### src/rtl/dmem_port_ctrl_if.sv
// Handshake bundle between dmem_port_ctrl, the store buffer, the load unit and the memory port.
// The master modport is the controller side; slave is its environment.
interface dmem_port_ctrl_if #(
    parameter int unsigned ADDR_W = 32,
    parameter int unsigned DATA_W = 32,
    parameter int unsigned TAG_W  = 6
);
    logic              st_retire;
    logic [ADDR_W-1:0] st_addr;
    logic [DATA_W-1:0] st_data;
    logic              memoccupy_ld;

    logic              ld_req;
    logic [ADDR_W-1:0] ld_addr;
    logic [TAG_W-1:0]  ld_tag;
    logic              ld_ready;
    logic              ld_kill;
    logic              sb_hit;
    logic [DATA_W-1:0] sb_data;
    logic              ld_done;
    logic [TAG_W-1:0]  ld_rtag;
    logic [DATA_W-1:0] ld_rdata;
    logic              ld_err;

    logic              mem_req;
    logic              mem_we;
    logic [ADDR_W-1:0] mem_addr;
    logic [DATA_W-1:0] mem_wdata;
    logic              mem_gnt;
    logic              mem_rvalid;
    logic [DATA_W-1:0] mem_rdata;

    modport master (
        input  st_retire, st_addr, st_data,
        input  ld_req, ld_addr, ld_tag, ld_kill, sb_hit, sb_data,
        input  mem_gnt, mem_rvalid, mem_rdata,
        output memoccupy_ld, ld_ready, ld_done, ld_rtag, ld_rdata, ld_err,
        output mem_req, mem_we, mem_addr, mem_wdata
    );

    modport slave (
        output st_retire, st_addr, st_data,
        output ld_req, ld_addr, ld_tag, ld_kill, sb_hit, sb_data,
        output mem_gnt, mem_rvalid, mem_rdata,
        input  memoccupy_ld, ld_ready, ld_done, ld_rtag, ld_rdata, ld_err,
        input  mem_req, mem_we, mem_addr, mem_wdata
    );
endinterface

### src/rtl/dmem_port_ctrl.sv
// Single-port data-memory controller behind the store buffer: posted stores, loads with
// store-buffer forwarding, kill support. Define DMEM_TIMEOUT_EN for the load-response watchdog.
module dmem_port_ctrl #(
    parameter int unsigned ADDR_W  = 32,
    parameter int unsigned DATA_W  = 32,
    parameter int unsigned TAG_W   = 6,
    parameter int unsigned TIMEOUT = 64
) (
    input  logic              clk,
    input  logic              reset,
    dmem_port_ctrl_if.master  bus
);

    typedef enum logic [2:0] {
        IDLE,
        FWD,
        LD_REQ,
        LD_WAIT,
        LD_RESP
    } state_e;

    state_e            state_q, state_d;
    logic              st_pend_q, st_pend_d;
    logic [ADDR_W-1:0] st_addr_q, st_addr_d;
    logic [DATA_W-1:0] st_data_q, st_data_d;
    logic [ADDR_W-1:0] ld_addr_q, ld_addr_d;
    logic [DATA_W-1:0] rdata_q, rdata_d;
    logic [TAG_W-1:0]  tag_q, tag_d;
    logic              kill_q, kill_d;

    logic ready;
    logic accept;
    logic load_issue;
    logic done_slot;

`ifdef DMEM_TIMEOUT_EN
    localparam int unsigned CNT_W = (TIMEOUT > 2) ? $clog2(TIMEOUT) : 1;
    logic [CNT_W-1:0] cnt_q, cnt_d;
    logic             err_q, err_d;
`else
    logic unused_timeout;
    assign unused_timeout = (TIMEOUT != 0);
`endif

    assign ready      = (state_q == IDLE) && !st_pend_q;
    assign accept     = bus.ld_req && ready && !bus.st_retire;
    assign load_issue = (state_q == LD_REQ);
    assign done_slot  = (state_q == FWD) || (state_q == LD_RESP);

    always_comb begin
        state_d   = state_q;
        st_pend_d = st_pend_q;
        st_addr_d = st_addr_q;
        st_data_d = st_data_q;
        ld_addr_d = ld_addr_q;
        rdata_d   = rdata_q;
        tag_d     = tag_q;
        kill_d    = kill_q;
`ifdef DMEM_TIMEOUT_EN
        cnt_d     = '0;
        err_d     = err_q;
`endif

        // A retire that collides with a pending store is dropped so the posted write stays stable.
        if (bus.st_retire && !st_pend_q) begin
            st_pend_d = 1'b1;
            st_addr_d = bus.st_addr;
            st_data_d = bus.st_data;
        end else if (st_pend_q && bus.mem_gnt && !load_issue) begin
            st_pend_d = 1'b0;
        end

        if ((state_q != IDLE) && bus.ld_kill) begin
            kill_d = 1'b1;
        end

        unique case (state_q)
            IDLE: begin
                if (accept) begin
                    tag_d  = bus.ld_tag;
                    kill_d = bus.ld_kill;
                    if (bus.sb_hit) begin
                        state_d = FWD;
                        rdata_d = bus.sb_data;
                    end else begin
                        state_d   = LD_REQ;
                        ld_addr_d = bus.ld_addr;
                    end
                end
            end
            FWD, LD_RESP: begin
                state_d = IDLE;
                kill_d  = 1'b0;
`ifdef DMEM_TIMEOUT_EN
                err_d   = 1'b0;
`endif
            end
            LD_REQ: begin
                if (bus.mem_gnt) begin
                    state_d = LD_WAIT;
                end
            end
            LD_WAIT: begin
                if (bus.mem_rvalid) begin
                    rdata_d = bus.mem_rdata;
                    state_d = LD_RESP;
`ifdef DMEM_TIMEOUT_EN
                end else if (cnt_q == CNT_W'(TIMEOUT - 2)) begin
                    // Response slot lands on the TIMEOUT-th cycle after entering LD_WAIT.
                    rdata_d = '0;
                    err_d   = 1'b1;
                    state_d = LD_RESP;
                end else begin
                    cnt_d = cnt_q + 1'b1;
`endif
                end
            end
            default: begin
                state_d = IDLE;
            end
        endcase
    end

    always_ff @(posedge clk) begin
        if (reset) begin
            state_q   <= IDLE;
            st_pend_q <= 1'b0;
            st_addr_q <= '0;
            st_data_q <= '0;
            ld_addr_q <= '0;
            rdata_q   <= '0;
            tag_q     <= '0;
            kill_q    <= 1'b0;
`ifdef DMEM_TIMEOUT_EN
            cnt_q     <= '0;
            err_q     <= 1'b0;
`endif
        end else begin
            state_q   <= state_d;
            st_pend_q <= st_pend_d;
            st_addr_q <= st_addr_d;
            st_data_q <= st_data_d;
            ld_addr_q <= ld_addr_d;
            rdata_q   <= rdata_d;
            tag_q     <= tag_d;
            kill_q    <= kill_d;
`ifdef DMEM_TIMEOUT_EN
            cnt_q     <= cnt_d;
            err_q     <= err_d;
`endif
        end
    end

    assign bus.memoccupy_ld = bus.ld_req || (state_q != IDLE) || st_pend_q;
    assign bus.ld_ready     = ready;
    // A kill arriving in the result cycle itself also squashes the result.
    assign bus.ld_done      = done_slot && !kill_q && !bus.ld_kill;
    assign bus.ld_rtag      = tag_q;
    assign bus.ld_rdata     = rdata_q;

`ifdef DMEM_TIMEOUT_EN
    assign bus.ld_err       = bus.ld_done && err_q;
`else
    assign bus.ld_err       = 1'b0;
`endif

    assign bus.mem_req      = load_issue || st_pend_q;
    assign bus.mem_we       = !load_issue;
    assign bus.mem_addr     = load_issue ? ld_addr_q : st_addr_q;
    assign bus.mem_wdata    = st_data_q;

endmodule

### src/flat_wrapper.sv
// flat-port wrapper written by rule: the top's interface ports become plain ports
module dmem_port_ctrl_flat 
#(
    parameter int unsigned ADDR_W  = 32,
    parameter int unsigned DATA_W  = 32,
    parameter int unsigned TAG_W   = 6,
    parameter int unsigned TIMEOUT = 64
)
  (clk, reset, bus_st_retire, bus_st_addr, bus_st_data, bus_ld_req, bus_ld_addr, bus_ld_tag, bus_ld_kill, bus_sb_hit, bus_sb_data, bus_mem_gnt, bus_mem_rvalid, bus_mem_rdata, bus_memoccupy_ld, bus_ld_ready, bus_ld_done, bus_ld_rtag, bus_ld_rdata, bus_ld_err, bus_mem_req, bus_mem_we, bus_mem_addr, bus_mem_wdata);
  dmem_port_ctrl_if #(.ADDR_W(ADDR_W), .DATA_W(DATA_W), .TAG_W(TAG_W)) bus_i ();
  input  logic clk;
  input  logic reset;
  input wire logic [$bits(bus_i.st_retire)-1:0] bus_st_retire;
  input wire logic [$bits(bus_i.st_addr)-1:0] bus_st_addr;
  input wire logic [$bits(bus_i.st_data)-1:0] bus_st_data;
  input wire logic [$bits(bus_i.ld_req)-1:0] bus_ld_req;
  input wire logic [$bits(bus_i.ld_addr)-1:0] bus_ld_addr;
  input wire logic [$bits(bus_i.ld_tag)-1:0] bus_ld_tag;
  input wire logic [$bits(bus_i.ld_kill)-1:0] bus_ld_kill;
  input wire logic [$bits(bus_i.sb_hit)-1:0] bus_sb_hit;
  input wire logic [$bits(bus_i.sb_data)-1:0] bus_sb_data;
  input wire logic [$bits(bus_i.mem_gnt)-1:0] bus_mem_gnt;
  input wire logic [$bits(bus_i.mem_rvalid)-1:0] bus_mem_rvalid;
  input wire logic [$bits(bus_i.mem_rdata)-1:0] bus_mem_rdata;
  output wire logic [$bits(bus_i.memoccupy_ld)-1:0] bus_memoccupy_ld;
  output wire logic [$bits(bus_i.ld_ready)-1:0] bus_ld_ready;
  output wire logic [$bits(bus_i.ld_done)-1:0] bus_ld_done;
  output wire logic [$bits(bus_i.ld_rtag)-1:0] bus_ld_rtag;
  output wire logic [$bits(bus_i.ld_rdata)-1:0] bus_ld_rdata;
  output wire logic [$bits(bus_i.ld_err)-1:0] bus_ld_err;
  output wire logic [$bits(bus_i.mem_req)-1:0] bus_mem_req;
  output wire logic [$bits(bus_i.mem_we)-1:0] bus_mem_we;
  output wire logic [$bits(bus_i.mem_addr)-1:0] bus_mem_addr;
  output wire logic [$bits(bus_i.mem_wdata)-1:0] bus_mem_wdata;
  assign bus_i.st_retire = bus_st_retire;
  assign bus_i.st_addr = bus_st_addr;
  assign bus_i.st_data = bus_st_data;
  assign bus_i.ld_req = bus_ld_req;
  assign bus_i.ld_addr = bus_ld_addr;
  assign bus_i.ld_tag = bus_ld_tag;
  assign bus_i.ld_kill = bus_ld_kill;
  assign bus_i.sb_hit = bus_sb_hit;
  assign bus_i.sb_data = bus_sb_data;
  assign bus_i.mem_gnt = bus_mem_gnt;
  assign bus_i.mem_rvalid = bus_mem_rvalid;
  assign bus_i.mem_rdata = bus_mem_rdata;
  assign bus_memoccupy_ld = bus_i.memoccupy_ld;
  assign bus_ld_ready = bus_i.ld_ready;
  assign bus_ld_done = bus_i.ld_done;
  assign bus_ld_rtag = bus_i.ld_rtag;
  assign bus_ld_rdata = bus_i.ld_rdata;
  assign bus_ld_err = bus_i.ld_err;
  assign bus_mem_req = bus_i.mem_req;
  assign bus_mem_we = bus_i.mem_we;
  assign bus_mem_addr = bus_i.mem_addr;
  assign bus_mem_wdata = bus_i.mem_wdata;
  dmem_port_ctrl #(.ADDR_W(ADDR_W), .DATA_W(DATA_W), .TAG_W(TAG_W), .TIMEOUT(TIMEOUT)) u_core (.clk(clk), .reset(reset), .bus(bus_i));
endmodule
### config.mk
export PLATFORM = sky130hd
export DESIGN_NAME = dmem_port_ctrl_flat
export DESIGN_NICKNAME = d
export VERILOG_FILES = /design/src/rtl/dmem_port_ctrl_if.sv /design/src/rtl/dmem_port_ctrl.sv /design/src/flat_wrapper.sv
export SDC_FILE = /design/constraint.sdc
export NUM_CORES = 1
export LEC_CHECK = 0
export CORE_MARGIN = 3
export CORE_UTILIZATION = 37
export DETAILED_ROUTE_END_ITERATION = 16
export PLACE_DENSITY = 0.77
export SLEW_MARGIN = 0
export SYNTH_ARGS = -nofsm -noshare
export SYNTH_HDL_FRONTEND = slang
export SYNTH_SLANG_ARGS = --single-unit
### constraint.sdc
create_clock -name clk -period 1.5 [get_ports clk]
set_input_delay 0.375 -clock clk [delete_from_list [all_inputs] [get_ports clk]]
set_output_delay 0.375 -clock clk [all_outputs]
set_load 0.01 [all_outputs]
== After elaboration in Yosys (flattened, before gate mapping) ==
Index checks and enable logic that the tools add are counted.

* Flip-flop bits (word level): 139
* Output and inout bits: 108

* Equality and inequality tests: 8
* Muxes and demuxes: 15
* Bitwise operators: 1
* Reductions and logical operators: 27

{| class="wikitable"
|+ Operators by type and width
! cell !! count
|-
| 32-bit 2-to-1 mux || 4
|-
| 32-bit one-hot mux with 2 select lines || 1
|-
| 1-bit logical AND || 9
|-
| 3-bit 2-to-1 mux || 3
|-
| 3-bit one-hot mux with 3 select lines || 1
|-
| 3-bit by 2-bit == test with 1-bit output (second input constant) || 2
|-
| 2-bit != test (second input constant) || 3
|-
| 3-bit AND reduction || 2
|-
| 1-bit zero test || 5
|-
| 1-bit logical OR || 4
|-
| 1-bit 2-to-1 mux || 4
|-
| 4-bit AND reduction || 1
|-
| 2-bit nonzero test || 2
|-
| 3-bit by 1-bit == test with 1-bit output (second input constant) || 1
|-
| 3-bit == test (second input constant) || 1
|-
| 3-bit zero test || 1
|-
| 3-bit nonzero test || 1
|-
| 2-bit 2-to-1 mux || 1
|-
| 2-bit by 1-bit != test with 1-bit output (second input constant) || 1
|-
| 1-bit one-hot mux with 2 select lines || 1
|-
| 2-bit AND reduction || 1
|-
| 2-bit OR reduction || 1
|-
| 1-bit NOT || 1
|}

== Logic depth before layout (Yosys ltp) ==
Gate-level depths: netlist of the first run.

* Depth after elaboration: 6
* Gate-level depth with buffers: 7

== Worst setup path after synthesis of the first run ==
No wires, ideal clock.

* Path type: reg-to-output
* Start: register u_core.state_q[1]
* End: output port bus_mem_addr[13]
* Arrival: 1.354 ns
* Required time: 1.125 ns
* Setup slack: -0.229 ns
* Stages on the path, launching flop included: 8
* Path buffers: 2
* Cell sequence: dfxtp_1 buf_2 inv_2 nor3_4 inv_2 clkbuf_1 nand2_1 nand2_1

* Longest elaborated chain between the ends: 2

{| class="wikitable"
|+ RTL lines
! element !! line !! text
|-
| start: declaration || dmem_port_ctrl.sv:22 || <nowiki>state_e state_q, state_d;</nowiki>
|-
| start signal: assignment || dmem_port_ctrl.sv:139 || <nowiki>state_q <= state_d;</nowiki>
|-
| 3-bit by 2-bit == test with 1-bit output || dmem_port_ctrl.sv:47 || <nowiki>assign load_issue = (state_q == LD_REQ);</nowiki>
|-
| 32-bit 2-to-1 mux || dmem_port_ctrl.sv:169 || <nowiki>assign bus.mem_addr = load_issue ? ld_addr_q : st_addr_q;</nowiki>
|-
| end: declaration || flat_wrapper.sv:33 || <nowiki>output wire logic [$bits(bus_i.mem_addr)-1:0] bus_mem_addr;</nowiki>
|}

Every way passes these cells.

== Worst setup path after layout of the first run ==
* Start: register u_core.state_q[1]
* End: output port bus_memoccupy_ld

* Longest elaborated chain between the ends: 3

{| class="wikitable"
|+ RTL lines
! element !! line !! text
|-
| 3-bit nonzero test || dmem_port_ctrl.sv:154 || <nowiki>assign bus.memoccupy_ld = bus.ld_req || (state_q != IDLE) || st_pend_q;</nowiki>
|-
| 1-bit logical OR (2 in series) || dmem_port_ctrl.sv:154 ||
|-
| end: declaration || flat_wrapper.sv:25 || <nowiki>output wire logic [$bits(bus_i.memoccupy_ld)-1:0] bus_memoccupy_ld;</nowiki>
|}

Every way passes these cells.

==> impl_results.md, run 1 <==
- # rows: 45
- Reg-to-reg startpoint: u_core.state_q[1]
- Net count after synthesis: 914
- Average size of a mapped cell: 7.91 µm²
- Number of distinct library cells after synthesis: 33
- Final worst-path cycle share: 139%
- Ports: 282
- Share of layout cells above drive strength 1: 33.4%
- Leak: 4.95 nW
- Remaining global-route overflow: 0
- Clk_skew: 0.00989 ns
- Critical Path End Type: output pin
- Tot GR Track Use: 25.2%
- I/O Buffers: 280
- Hold Crit Depth: 2
- # DRC: 0
- Dpl hpwl: 13,300 µm
- Clock Tree Root: clkbuf_16
- CP required: 1.12 ns
- FF-to-FF setup slack: -0.49 ns
- Worst setup margin: -0.584 ns
- Min Hold Slack: 0.256 ns
- Core area: 15,300 µm²
- Most frequent cells in the layout: 177 x nand2_1, 172 x clkdlybuf4s50_1, 135 x dfxtp_1, 108 x a21oi_1, 78 x nand2_2
- Fmax: 480 MHz
- Fill cells: 1,073
- Maximum number of pins on one net before global-route repair: 63
- RSZ-0062 raised after global routing: yes
- Worst-path fanout max: 6
- Vias/cell: 5.14
- Design area: 11,200 µm²
- Place WS: -0.521 ns
- CTS tree: yes
- Nets: 1,231
- Area grow syn2layout: 91.8%
- Post-synthesis sequential area ratio: 47.6%
- Power per Cell Area: 1140 nW/µm²
- TNS Setup: -44.87 ns
- YS warnings: 0
- Setup crit start kind: flip-flop
- 1st-iter DRT viols: 290
- Failing checks: setup timing
- Worst-Skew Late Latency: 0.42 ns
- Core Util, Final: 73.3%
- Crit Path Class: flip-flop to output pin
- Pre-Repair DR Iteration Count: 5
- Commonest non-fill, non-tap cell in the layout: nand2_1
- Type of the most critical hold path: primary input to flip-flop
- Vias: 6,582
- WHS Endpoint: u_core.state_q[1]
- Worst-case clock buffer depth: 2
- Initial antenna violation count: 0
- Max Slew Vio Count: 0
- Status: finished, violations left
- Hold path start: reset
- Reg clk slew, reported paths: 0.06 ns
- Die span in x: 132 µm
- H-Tree Depth: 4
- WL/cell: 18.8 µm
- Final setup vio count: 110
- Post-Place Cell Area: 9160 µm²
- Vias in the first global route: 6,441
- Diodes inserted: 0
- Period minus WS final: 2.08 ns
- R2R cell count: 11
- Yosys reg bits: 139
- Post-route ant nets: 0
- Max cap viols: 0
- First-pass GRT wire length: 34,800 µm
- Num CTS Buffers: 17
- Die span in y: 132 µm
- Critical path arrival: 1.71 ns
- Area of the mapped netlist: 5850 µm²
- Clock Sinks: 139
- Final GP Congestion: 0.757
- Initial cell density of the core: 38.2%
- Die ar.: 17,400 µm²
- Detailed-route wire length: 24,100 µm
- Hold Vio Cnt, Final: 0
- VDD IR max: 0.000859 V
- Reg-to-reg endpoint: u_core.ld_addr_q[12]
- Cells after Synth: 740
[logic make-up after synthesis]
| kind of cell | Yosys count | synth area share (%) |
|---|---|---|
| compound gates | 178 | 19.7 |
| xor+xnor | 1 | 0.150 |
| buf+inv | 68 | 5.60 |
| flops | 139 | 47.6 |
| mux | 32 | 5.47 |
| other cells | 1 | 0.0641 |
| simple gates | 321 | 21.5 |
[flip-flops by register name, indices dropped and copies added (netlist names)]
name	flops
u_core.st_addr_q	32
u_core.state_q	3
u_core.ld_addr_q	32
u_core.bus.ld_rdata	32
u_core.kill_q	1
u_core.st_pend_q	1
u_core.bus.mem_wdata	32
u_core.bus.ld_rtag	6
[cell type report]
| class | instances | area, µm² | area share [%] |
|---|---|---|---|
| Multi-Input combinational cell | 533 | 3520 | 31.3 |
| Inverter | 6 | 30.0 | 0.268 |
| Tap cell | 211 | 264 | 2.35 |
| Sequential cell | 139 | 2790 | 24.9 |
| Clock inverter | 11 | 143 | 1.27 |
| Timing Repair Buffer | 360 | 4010 | 35.7 |
| Clock buffer | 21 | 470 | 4.19 |
[power by group]
part           internal [W]  switching [W]
sequential          0.00399       0.000187
combinational       0.00224        0.00198
clock               0.00274        0.00161
total               0.00896        0.00378
[layer usage]
| metal | vias up | track usage (%) | wire length, µm | share of wire (%) |
|---|---|---|---|---|
| li1 | 3101 | - | - | - |
| met1 | 3123 | 29.3 | 9170 | 38 |
| met2 | 301 | 43.8 | 12500 | 52 |
| met3 | 57 | 8.32 | 1790 | 7.4 |
| met4 | 0 | 8.28 | 711 | 2.9 |
| met5 | - | 0 | 0 | 0 |
[worst max-delay path: stages (launching register included)]
cell and delay, ns:
dfxtp_4 0.36, buf_4 0.14, buf_12 0.13, nor4_4 0.24, buf_4 0.18, nand2b_1 0.09, buf_2 0.15
[repair_timing]
| item | 4_1_cts | 5_1_grt |
|---|---|---|
| hold buffers | 0 | 0 |
| pin swaps | 38 | 56 |
| buffers inserted | 23 | 10 |
| gates resized for setup | 386 | 124 |
| hold endpoints to repair | 0 | 0 |
| endpoints found under the setup margin | 178 | 110 |
| cloned | 20 | 2 |
[worst max-delay path by stage]
| stage | start | to | cells after the start |
|---|---|---|---|
| 2_1_floorplan | u_core.state_q[1] | bus_mem_addr[13] | 7 |
| 3_3_place_gp | bus_ld_kill | bus_ld_done | 3 |
| 3_5_place_dp | bus_ld_kill | bus_ld_done | 3 |
| 4_1_cts | u_core.state_q[1] | bus_mem_addr[23] | 9 |
| 5_1_grt | u_core.state_q[1] | bus_memoccupy_ld | 6 |
| 6_report | u_core.state_q[1] | bus_memoccupy_ld | 6 |
[cells in the mapped netlist, drive strengths merged]
master	instances	area, µm²
xnor2	1	8.76
nand3	9	50.1
o21ai	3	15.0
a211oi	33	398
a2111o	1	11.3
a22o	1	8.76
nor2	3	11.3
conb	1	3.75
nor3	3	26.3
o2111ai	1	8.76
clkbuf	23	86.3
inv	6	22.5
and3	1	6.26
nand3b	1	7.51
o41ai	1	8.76
dfxtp	139	2780
buf	39	219
nand2	298	1120
a311oi	1	15.0
a21oi	137	686
nor2b	2	12.5
nand2b	1	6.26
nor4	2	12.5
and2	1	6.26
mux2i	32	320
[per-stage QoR]
stage	total power, W	instances
floorplan	0.00562	740
global placement	0.00706	1205
detailed placement	0.00709	1205
CTS	0.0123	1279
global route	0.0132	1281
finish	0.0127	1281
(Power assumes the default switching activity.)
==> inputs of run 2 (changes only) <==
==> constraint.sdc (replaced) <==
create_clock -name clk -period 1.5 [get_ports clk]
set_input_delay 0.3 -clock clk [delete_from_list [all_inputs] [get_ports clk]]
set_output_delay 0.3 -clock clk [all_outputs]
set_load 0.01 [all_outputs]
==> impl_results.md, run 2 (synthesized netlist as in run 1, its figures left out) <==
- Status: finished, violations left (unchanged)
- Failing checks: setup timing (unchanged)
- CTS tree: yes (unchanged)
- Maximum number of pins on one net before global-route repair: 50 (was 63)
- Initial cell density of the core: 38.2% (unchanged)
- Hold path start: reset (unchanged)
- Pre-Repair DR Iteration Count: 4 (was 5)
- Crit Path Class: flip-flop to output pin (unchanged)
- Worst-path fanout max: 8 (was 6)
- Cells along the critical path: nor3_4 > buf_12 > buf_12 > buf_12 > nand2_1 > nand2_1 > buf_6 (was buf_4 > buf_12 > nor4_4 > buf_4 > nand2b_1 > buf_2)
- RSZ-0062 raised after global routing: yes (unchanged)
- H-Tree Depth: 4 (unchanged)
- Remaining global-route overflow: 0 (unchanged)
- Detailed-route wire length: 22,400 µm (was 24,100 µm)
- VDD IR max: 0.00103 V (was 0.000859 V)
- Num CTS Buffers: 17 (unchanged)
- Fmax: 522 MHz (was 480 MHz)
- Clock Tree Root: clkbuf_16 (unchanged)
- Ports: 282 (unchanged)
- Die span in y: 132 µm (unchanged)
- Nets: 1,235 (was 1,231)
- WP buf/inv: 4 (unchanged)
- Reg-to-reg startpoint: u_core.state_q[1] (unchanged)
- Power per Cell Area: 1160 nW/µm² (was 1140 nW/µm²)
- Period minus WS final: 1.91 ns (was 2.08 ns)
- Tot Pwr: 0.0124 W (was 0.0127 W)
- Worst-case clock buffer depth: 2 (unchanged)
- Post-route ant nets: 0 (unchanged)
- 1st-iter DRT viols: 365 (was 290)
- Clk_skew: 0.00530 ns (was 0.00989 ns)
- Vias in the first global route: 6,306 (was 6,441)
- Type of the most critical hold path: primary input to flip-flop (unchanged)
- Core area: 15,300 µm² (unchanged)
- Critical Path End Type: output pin (unchanged)
- Clock Sinks: 139 (unchanged)
- First-pass GRT wire length: 33,400 µm (was 34,800 µm)
- Leak: 4.65 nW (was 4.95 nW)
- Critical path arrival: 1.61 ns (was 1.71 ns)
- I/O Buffers: 280 (unchanged)
- Crit path from: u_core.state_q[2] (was u_core.state_q[1])
- WL/cell: 17.4 µm (was 18.8 µm)
- Final setup vio count: 104 (was 110)
- Share of layout cells above drive strength 1: 24.9% (was 33.4%)
- Vias/cell: 4.96 (was 5.14)
- Max cap viols: 0 (unchanged)
- Setup crit start kind: flip-flop (unchanged)
- Largest stage delay, worst path: 0.34 ns (was 0.36 ns)
- Die span in x: 132 µm (unchanged)
- Die ar.: 17,400 µm² (unchanged)
- # DRC: 0 (unchanged)
- Commonest non-fill, non-tap cell in the layout: nand2_1 (unchanged)
- Min Hold Slack: 0.272 ns (was 0.256 ns)
- Max Slew Vio Count: 0 (unchanged)
- Worst setup margin: -0.414 ns (was -0.584 ns)
- Critical path's slowest cell: dfxtp_2 (was dfxtp_4)
- Hold Vio Cnt, Final: 0 (unchanged)
- Vias: 6,389 (was 6,582)
- Final worst-path cycle share: 128% (was 139%)
- Tot GR Track Use: 23.8% (was 25.2%)
- Area grow syn2layout: 82.7% (was 91.8%)
- CP required: 1.20 ns (was 1.12 ns)
- Placed Cells: 1,210 (was 1,205)
- Critical path's most frequent cell: buf_12 (was buf_4)
- Initial antenna violation count: 2 (was 0)
- Reg clk slew, reported paths: 0.06 ns (about the same)
- Most frequent cells in the layout: 271 x nand2_1, 172 x clkdlybuf4s50_1, 135 x dfxtp_1, 118 x a21oi_1, 70 x dlygate4sd2_1 (was 177 x nand2_1, 172 x clkdlybuf4s50_1, 135 x dfxtp_1, 108 x a21oi_1, 78 x nand2_2)
- CP delay by family, top: buffers and inverters (unchanged)
- Number of non-filler instances in the completed layout: 1,287 (was 1,281)
- # rows: 45 (unchanged)
- Worst-Skew Late Latency: 0.41 ns (was 0.42 ns)
- Dpl hpwl: 13,500 µm (was 13,300 µm)
- Final GP Congestion: 0.784 (was 0.757)
-- run 2: cell types whose count changed in the layout (fill, tap and decap cells not counted), sizes merged --
cell      before  now
inv            6    7
diode          0    2
clkinvlp       2    1
buf          116  119
clkbuf        23   24
-- run 2: worst paths after layout --
kind	cells past startpoint	slack [ns]	end
min reg2reg	2	0.45	u_core.bus.mem_wdata[7]
max	7	-0.41	bus_mem_addr[12]
min	2	0.27	u_core.bus.mem_wdata[22]
max reg2reg	9	-0.38	u_core.ld_addr_q[14]
-- run 2: metrics by stage --
step,setup TNS [ns],instance area (µm²),utilization [%],setup WS (ns)
finish,-28.12,10700,69.8,-0.414
global route,-35.70,10700,69.8,-0.486
CTS,-26.83,10300,67.2,-0.400
detailed placement,-42.91,9140,59.7,-0.418
global placement,-39.40,9140,59.7,-0.369
floorplan,-0.136,5880,-,-0.00680
-- run 2: routing by layer --
metal,wire length (µm),global-route usage [%],share of wire (%)
met1,8340,26.7,37
met2,11600,42.6,52
met3,1780,7.86,8.0
met4,637,8.23,2.8
met5,0,0,0
-- run 2: report_power, final --
| group | internal [W] | total (W) | switching, W |
|---|---|---|---|
| registers | 0.00398 | 0.00416 | 0.000175 |
| logic | 0.00206 | 0.00387 | 0.00181 |
| clock network | 0.00279 | 0.00437 | 0.00158 |
-- run 2: layout make-up --
| type | count | area [µm²] |
|---|---|---|
| multi-input combinational | 533 | 3110 |
| fill | 1214 | 4620 |
| inverter | 6 | 25.0 |
| clock buffer | 21 | 480 |
| sequential | 139 | 2790 |
| tap | 211 | 264 |
| clock inverter | 11 | 140 |
| antenna | 2 | 5.00 |
| timing repair buffer | 364 | 3880 |
-- run 2: what timing repair did --
action | in CTS | in global routing
endpoints found under the hold margin | 0 | 0
gates cloned | 14 | 3
resized for setup | 317 | 64
hold buffers | 0 | 0
setup endpoints to repair | 178 | 109
setup buffers | 19 | 8
pin swaps | 37 | 11
==> inputs of run 3 (changes only) <==
--- a/config.mk
+++ b/config.mk
@@ -6,9 +6,9 @@
 export NUM_CORES = 1
 export LEC_CHECK = 0
 export CORE_MARGIN = 3
-export CORE_UTILIZATION = 37
+export CORE_UTILIZATION = 44
 export DETAILED_ROUTE_END_ITERATION = 16
-export PLACE_DENSITY = 0.77
+export PLACE_DENSITY = 0.86
 export SLEW_MARGIN = 0
 export SYNTH_ARGS = -nofsm -noshare
 export SYNTH_HDL_FRONTEND = slang
==> constraint.sdc (replaced) <==
create_clock -name clk -period 2.4 [get_ports clk]
set_input_delay 0.48 -clock clk [delete_from_list [all_inputs] [get_ports clk]]
set_output_delay 0.48 -clock clk [all_outputs]
set_load 0.01 [all_outputs]
==> impl_results.md, run 3 (synthesized netlist as in run 1, its figures left out) <==
- Status: finished, violations left (unchanged)
- Failing checks: setup timing (unchanged)
- 1st-iter DRT viols: 433 (was 365)
- Hold path start: u_core.bus.mem_wdata[23] (was reset)
- Final GP Congestion: 0.838 (was 0.784)
- Design area: 9490 µm² (was 10,700 µm²)
- Reg clk slew, reported paths: 0.06 ns (about the same)
- Commonest non-fill, non-tap cell in the layout: nand2_1 (unchanged)
- Most frequent cells in the layout: 297 x nand2_1, 267 x clkdlybuf4s50_1, 139 x dfxtp_1, 137 x a21oi_1, 32 x mux2i_1 (was 271 x nand2_1, 172 x clkdlybuf4s50_1, 135 x dfxtp_1, 118 x a21oi_1, 70 x dlygate4sd2_1)
- Max cap viols: 0 (unchanged)
- Initial antenna violation count: 0 (was 2)
- Ports: 282 (unchanged)
- Tot Pwr: 0.00701 W (was 0.0124 W)
- Detailed-route wire length: 18,700 µm (was 22,400 µm)
- Fmax: 411 MHz
- Reg-to-reg endpoint: u_core.ld_addr_q[16] (was u_core.ld_addr_q[14])
- FF-to-FF setup slack: 0.55 ns (was -0.38 ns)
- Slew margin rel.: 55.5%
- Max Slew Vio Count: 0 (unchanged)
- Area grow syn2layout: 62.1% (was 82.7%)
- RSZ-0062 raised after global routing: yes (unchanged)
- Power per Cell Area: 739 nW/µm² (was 1160 nW/µm²)
- I/O Buffers: 280 (unchanged)
- CTS tree: yes (unchanged)
- Clock Tree Root: clkbuf_16 (unchanged)
- Core area: 12,800 µm² (was 15,300 µm²)
- Clock Sinks: 139 (unchanged)
- Tot GR Track Use: 25.0% (was 23.8%)
- CTS Hold Buffers Added: 0 (unchanged)
- Worst-Skew Late Latency: 0.43 ns (was 0.41 ns)
- Worst-case clock buffer depth: 2 (unchanged)
- Initial cell density of the core: 45.6% (was 38.2%)
- Leak: 3.89 nW (was 4.65 nW)
- Nets: 1,171 (was 1,235)
- Hold Crit Depth: 2 (unchanged)
- Final worst-path cycle share: 101%
- Post-route ant nets: 0 (unchanged)
- Crit Path Class: flip-flop to output pin (unchanged)
- # rows: 41 (was 45)
- Num CTS Buffers: 17 (unchanged)
- Hold Vio Cnt, Final: 0 (unchanged)
- Pre-Repair DR Iteration Count: 5 (was 4)
- Reg-to-reg startpoint: u_core.state_q[2] (was u_core.state_q[1])
- First-pass GRT wire length: 29,000 µm (was 33,400 µm)
- Critical Path End Type: output pin (unchanged)
- Share of layout cells above drive strength 1: 9.01% (was 24.9%)
- WL/cell: 15.9 µm (was 17.4 µm)
- Vias/cell: 5.05 (was 4.96)
- VDD IR max: 0.000434 V (was 0.00103 V)
- Clk_skew: 0.00697 ns (was 0.00530 ns)
- H-Tree Depth: 4 (unchanged)
- Vias in the first global route: 5,884 (was 6,306)
- WHS Endpoint: u_core.bus.mem_wdata[23] (was u_core.bus.mem_wdata[22])
- Worst-path fanout max: 34 (was 8)
- Final setup vio count: 20 (was 104)
- Type of the most critical hold path: flip-flop to flip-flop (was primary input to flip-flop)
- R2R cell count: 8 (was 9)
- Diodes inserted: 0 (was 2)
- Die span in x: 121 µm (was 132 µm)
- Maximum number of pins on one net before global-route repair: 65 (was 50)
- Die ar.: 14,700 µm² (was 17,400 µm²)
- # DRC: 0 (unchanged)
- Post-Place Cell Area: 8800 µm² (was 9140 µm²)
- Vias: 5,971 (was 6,389)
- CP required: 1.92 ns (was 1.20 ns)
- Setup crit start kind: flip-flop (unchanged)
- Remaining global-route overflow: 0 (unchanged)
- Critical path arrival: 1.95 ns (was 1.61 ns)
- Die span in y: 121 µm (was 132 µm)
- Min Hold Slack: 0.450 ns (was 0.272 ns)
- Period minus WS final: 2.43 ns
- Worst setup margin: -0.0315 ns (was -0.414 ns)
- Slew @ Worst Pin: 0.668 ns
- Dpl hpwl: 12,900 µm (was 13,500 µm)
==> run 3: final cells by class <==
class / instances / area (µm²)
Inverter: 6 / 36.3
Clock buffer: 21 / 480
Fill cell: 992 / 3340
Timing Repair Buffer: 300 / 3060
Tap cell: 172 / 215
Clock inverter: 11 / 141
Sequential cell: 139 / 2780
Multi-Input combinational cell: 533 / 2770
==> run 3: power by group <==
group	total [W]	switching [W]	internal (W)	leakage [nW]
Clock	0.00271	0.000978	0.00174	0.301
Sequential	0.00258	0.0000940	0.00249	1.14
Combinational	0.00172	0.000842	0.000873	2.45
Total	0.00701	0.00191	0.00510	3.89
==> run 3: routing by layer <==
metal / track usage (%) / part of all wire, %
met5: 0 / 0
met4: 12.2 / 3.0
met3: 8.72 / 9.4
met2: 43.1 / 50
met1: 27.2 / 38
==> run 3: per-stage QoR <==
step                worst slack (ns)  TNS, ns  utilization (%)  std cells
global placement               0.139        0             68.6       1149
floorplan                      0.566        0                -        740
CTS                          -0.0534   -0.913             73.7       1182
finish                       -0.0315   -0.330             74.0       1182
detailed placement             0.122        0             68.6       1149
global route                  -0.155    -3.01             74.0       1182
==> run 3: timing repair <==
item                       CTS  global route
gates resized for setup      8            11
buffers inserted             1             0
setup endpoints to repair   36            34
==> run 3: how the worst max path moves through the flow <==
stage	to	startpoint
2_1_floorplan	bus_mem_addr[13]	u_core.state_q[1]
3_3_place_gp	bus_ld_done	bus_ld_kill
3_5_place_dp	bus_ld_done	bus_ld_kill
4_1_cts	bus_mem_addr[1]	u_core.state_q[1]
5_1_grt	bus_mem_addr[30]	u_core.state_q[1]
6_report	bus_mem_addr[0]	u_core.state_q[1]
==> run 3: worst max-delay path, cell delays in order (launching register included) <==
cell and delay, ns:
dfxtp_1 0.36, inv_2 0.06, nor3_4 0.17, bufinv_8 0.29, nand2_1 0.10, nand2_1 0.06, clkdlybuf4s50_1 0.49
